**config.mk**
```make
export PLATFORM = sky130hd
export DESIGN_NAME = csa_accum_ctrl
export DESIGN_NICKNAME = d
export VERILOG_FILES = /design/src/rtl/csa_accum_ctrl.sv
export SDC_FILE = /design/constraint.sdc
export NUM_CORES = 1
export LEC_CHECK = 0
export ABC_CLOCK_PERIOD_IN_PS = 2670
export BUFFER_PORTS_ARGS = -buffer_cell sky130_fd_sc_hd__buf_2
export CORE_ASPECT_RATIO = 1.1
export CORE_MARGIN = 4
export CORE_UTILIZATION = 50
export CTS_CLUSTER_DIAMETER = 60
export DETAILED_ROUTE_END_ITERATION = 8
export HOLD_SLACK_MARGIN = 0.03
export PLACE_DENSITY = 0.74
export SYNTH_ARGS = -nofsm -noshare
export SYNTH_HDL_FRONTEND = slang
export SYNTH_SLANG_ARGS = --single-unit
export TNS_END_PERCENT = 30
```
**constraint.sdc**
```tcl
create_clock -name clk -period 2.67 [get_ports clk]
set_clock_uncertainty 0.2 [all_clocks]
set_input_delay 0.1335 -clock clk [delete_from_list [all_inputs] [get_ports clk]]
set_output_delay 0.1335 -clock clk [all_outputs]
set_load 0.05 [all_outputs]
```
**src/rtl/csa_accum_ctrl.sv**
```systemverilog
// Sequential multi-operand adder: keeps the running total in carry-save form
// (sum S, carry C) and resolves it with a single carry-propagate add per stream.
module csa_accum_ctrl #(
    parameter  int WIDTH   = 4,
    parameter  int OUT_W   = 8,
    parameter  int MAX_OPS = 16,
    localparam int CNT_W   = $clog2(MAX_OPS + 1)
) (
    input  logic             clk,
    input  logic             rst,
    input  logic             clr,
    input  logic             in_valid,
    output logic             in_ready,
    input  logic [WIDTH-1:0] in_data,
    input  logic             in_last,
    output logic             out_valid,
    input  logic             out_ready,
    output logic [OUT_W-1:0] out_sum,
    output logic             out_ovf,
    output logic [CNT_W-1:0] out_cnt
);

    typedef enum logic [1:0] {
        ST_ACCUM   = 2'd0,
        ST_RESOLVE = 2'd1,
        ST_DONE    = 2'd2
    } state_t;

    localparam logic [CNT_W-1:0] LAST_CNT = CNT_W'(MAX_OPS - 1);

    state_t             state_q, state_d;
    logic [OUT_W-1:0]   s_q, s_d;
    logic [OUT_W-1:0]   c_q, c_d;
    logic [CNT_W-1:0]   cnt_q, cnt_d;
    logic               ovf_q, ovf_d;
    logic [OUT_W-1:0]   res_q;
    logic               res_ovf_q;
    logic [CNT_W-1:0]   res_cnt_q;
    logic               load_out;
    logic               accept;

    logic [OUT_W-1:0]   x_ext;
    logic [OUT_W-1:0]   csa_sum;
    logic [OUT_W-1:0]   csa_maj;
    logic [OUT_W-1:0]   cpa_res;
    logic               cpa_co;

    assign x_ext = OUT_W'(in_data);

    // One full-adder cell per bit: sum stays in place, majority moves up one bit.
    generate
        for (genvar gi = 0; gi < OUT_W; gi++) begin : g_csa
            assign csa_sum[gi] = s_q[gi] ^ c_q[gi] ^ x_ext[gi];
            assign csa_maj[gi] = (s_q[gi] & c_q[gi]) | (s_q[gi] & x_ext[gi])
                               | (c_q[gi] & x_ext[gi]);
        end
    endgenerate

    assign {cpa_co, cpa_res} = {1'b0, s_q} + {1'b0, c_q};

    assign in_ready  = (state_q == ST_ACCUM);
    assign out_valid = (state_q == ST_DONE);
    assign accept    = in_valid & in_ready;

    assign out_sum = res_q;
    assign out_ovf = res_ovf_q;
    assign out_cnt = res_cnt_q;

    always_comb begin
        state_d  = state_q;
        s_d      = s_q;
        c_d      = c_q;
        cnt_d    = cnt_q;
        ovf_d    = ovf_q;
        load_out = 1'b0;

        case (state_q)
            ST_ACCUM: begin
                if (accept) begin
                    s_d   = csa_sum;
                    c_d   = {csa_maj[OUT_W-2:0], 1'b0};
                    cnt_d = cnt_q + CNT_W'(1);
                    // A majority bit shifted out of the top is a 2^OUT_W carry lost for good.
                    ovf_d = ovf_q | csa_maj[OUT_W-1];
                    if (in_last || (cnt_q == LAST_CNT)) begin
                        state_d = ST_RESOLVE;
                    end
                end
            end
            ST_RESOLVE: begin
                load_out = 1'b1;
                state_d  = ST_DONE;
            end
            ST_DONE: begin
                if (out_ready) begin
                    s_d     = '0;
                    c_d     = '0;
                    cnt_d   = '0;
                    ovf_d   = 1'b0;
                    state_d = ST_ACCUM;
                end
            end
            default: begin
                state_d = ST_ACCUM;
            end
        endcase

        // Abort overrides any handshake and leaves the last published result alone.
        if (clr) begin
            state_d  = ST_ACCUM;
            s_d      = '0;
            c_d      = '0;
            cnt_d    = '0;
            ovf_d    = 1'b0;
            load_out = 1'b0;
        end
    end

    always_ff @(posedge clk) begin
        if (rst) begin
            state_q   <= ST_ACCUM;
            s_q       <= '0;
            c_q       <= '0;
            cnt_q     <= '0;
            ovf_q     <= 1'b0;
            res_q     <= '0;
            res_ovf_q <= 1'b0;
            res_cnt_q <= '0;
        end else begin
            state_q <= state_d;
            s_q     <= s_d;
            c_q     <= c_d;
            cnt_q   <= cnt_d;
            ovf_q   <= ovf_d;
            if (load_out) begin
                res_q     <= cpa_res;
                res_ovf_q <= ovf_q | cpa_co;
                res_cnt_q <= cnt_q;
            end
        end
    end

endmodule

```
==> impl_metrics.py <==
metrics = {
    "clock_network": {
        "hold_buffers": 6,
        "numCtsBuffers": 5,
        "clkSinkCount": 37,
        "clk_latency_ns": 0.33,
        "clkTransAtPathRegs_ns": 0.10,
        "clockRootBuffer": "clkbuf_4",
        "max-clock-path-buffers": 2,
        "cts_resized": 0,
        "cts_tree": "yes",
        "htreeDepth": 2,
        "postCtsSetupBuffers": 0,
    },
    "place": {
        "placed_cell_area_um2": 1901,
        "gp_congestion": 0.8164,
        "dp_hpwl_um": 2425,
        "port_buffers": 25,
    },
    "finish": {
        "multi_input_area_um2": 955.9,
        "design_area_um2": 2009,
        "post-route-util": 0.5935,
        "regArea_um2": 740.7,
        "area_growth_pct": 13.34,
        "drive_above_1_share": 0.1600,
        "n_antenna_cell": 0,
        "nets": 248,
        "fillCellCount": 314,
    },
    "setup_path": {
        "critPathSlowestCell": "or3b_1",
        "required_ns": 2.71,
        "crit_chain": "or3b_1 > nor4b_1 > a31oi_1 > o311ai_1",
        "r2r_start": "state_q[0]",
        "end_kind": "register",
        "slowest_delay_ns": 0.70,
        "path_max_fanout": 23,
        "startpoint": "state_q[0]",
        "crit_arrival_ns": 2.05,
        "cp-start-kind": "register",
        "r2r_slack_ns": 0.65,
        "critical_path_class": "reg -> reg",
    },
    "timing": {
        "rsz0062_at_grt": "no",
        "fmaxAchievable_mhz": 495.4,
        "whs_ns": 0.05520,
        "tns_ns": 0,
        "finalCritPeriodShare": 0.7560,
        "max_slew_margin": 0.5003,
        "tightest_slew_ns": 0.7496,
        "hold_viol_final": 0,
        "period_needed_ns": 2.019,
        "maxSlewViolCount": 0,
        "finalSetupViolCount": 0,
    },
    "synth": {
        "syn_inst": 200,
        "synth_area_leaders": "dfxtp_1 42%, ha_1 7.8%, a22oi_1 6.8%",
        "synthesis.nets": 224,
        "synth_common_cells": "37 x dfxtp_1, 25 x nor2_1, 24 x nand2_1, 16 x a22oi_1, 15 x a21oi_1",
        "async_reset_ff_frac": 0,
        "ys_types": 38,
        "ys.flop_type": "dfxtp_1",
        "ys_ff_latch": 37,
        "yosys_warnings": 0,
        "ys_seq_area_frac": 0.4178,
        "yosys.area.top_type_share": 0.4178,
        "yosysTopAreaCell": "dfxtp_1",
        "avgSynthCellArea_um2": 8.865,
        "synth_edf_count": 0,
        "synth_most_common_cell": "dfxtp_1",
        "syn_area_um2": 1773,
    },
    "grt": {
        "grt_pass1_vias": 1340,
        "antenna_found_initial": 0,
        "grt_use_total": 0.1601,
        "grt_pass1_wl_um": 5837,
        "grt_max_degree": 24,
        "globalRouteOverflowTotal": 0,
    },
    "floorplan": {
        "coreArea_um2": 3386,
        "io_pins": 26,
        "dieWidth_um": 64.78,
        "start_util": 0.5237,
        "fp.dieH_um": 70.46,
        "die_area_um2": 4564,
        "rows": 22,
    },
    "worst_hold_path": {
        "worstHoldPathType": "in -> reg",
        "hp-start": "clr",
    },
    "drt": {
        "drc": 0,
        "vias": 1478,
        "first_pass_iters": 4,
        "drtIter0Drc": 122,
        "wl_um": 3449,
        "wl_per_cell_um": 12.63,
        "ant_nets": 0,
        "vias_per_cell": 5.414,
    },
    "pwr": {
        "leakage_nw": 0.7702,
        "finalPower_w": 0.0009094,
        "irDropWorstVdd_mv": 0.2347,
        "power_density_nw_per_um2": 452.6,
    },
    "outcome": {
        "status": "complete, no violations",
    },
    "job": {
        "cap_viol_max_count": 0,
    },
}
-- area by class of cell --
class,count,share of cell area
tap,48,0.02989
sequential,37,0.3686
timing repair buffer,32,0.09589
multi-input combinational,145,0.4757
inverter,3,0.005604
clock buffer,8,0.02428
-- sequential cells by signal, summed over array words and instances, names as in the netlist --
register,count
ovf_q,1
out_cnt,5
c_q,7
cnt_q,5
state_q,2
out_ovf,1
out_sum,8
s_q,8
-- routing by layer --
layer | up-vias | GRT usage | wire length (µm)
met4 | 0 | 0.05634 | 46
li1 | 765 | - | -
met1 | 670 | 0.2273 | 1706
met2 | 37 | 0.2330 | 1528
met3 | 6 | 0.04019 | 169
met5 | - | 0 | 0
-- power by group --
| part | switching, W | total [W] | internal, W |
|---|---|---|---|
| Combinational | 0.0000453 | 0.0000739 | 0.0000285 |
| Sequential | 0.00000590 | 0.000563 | 0.000557 |
| Clock | 0.000168 | 0.000273 | 0.000105 |
| Total | 0.000219 | 0.000909 | 0.000690 |
-- stage by stage --
stage / instances / setup WS (ns)
2_1_floorplan: 200 / 1.000
3_3_place_gp: 259 / 0.7704
3_5_place_dp: 259 / 0.6828
4_1_cts: 273 / 0.6505
5_1_grt: 273 / 0.4527
6_report: 273 / 0.6515
-- placed cells by master (no fill, tap or decap), drive strengths merged, types with 3 or more instances in the layout --
cell / instances
nand2: 24
a22oi: 16
xnor2: 3
o211ai: 4
buf: 26
nand3: 5
fa: 3
a31oi: 3
o311ai: 3
clkbuf: 8
a21oi: 16
nor3: 5
dfxtp: 37
dlygate4sd3: 6
nor2: 25
ha: 11
nand4: 3
-- kinds of logic (layout without fill, tap and decap cells) --
| kind of cell | count (synthesis) | count (layout) | synth area share |
|---|---|---|---|
| XOR/XNOR | 3 | 3 | 0.01482 |
| adder cells (fa/ha/maj) | 14 | 14 | 0.1115 |
| buffers and inverters | 18 | 43 | 0.04587 |
| flip-flops | 37 | 37 | 0.4178 |
| AND/OR/NAND/NOR | 77 | 77 | 0.2040 |
| multiplexers | 1 | 1 | 0.005646 |
| AO/OA/AOI/OAI | 50 | 50 | 0.2004 |
-- critical path: cells and delay by family, from the launching register on --
kind	cells	cell delay, ns
AO/OA/AOI/OAI	2	0.17
flip-flops	1	0.45
AND/OR/NAND/NOR	2	1.10
-- worst paths after layout --
| path | to | cells past startpoint |
|---|---|---|
| setup / recovery | out_sum[5] | 4 |
| hold / removal | out_cnt[1] | 4 |
| setup reg to reg | out_sum[5] | 4 |
| hold reg to reg | out_sum[3] | 2 |
Note: power is estimated with default switching activity, not from simulation.
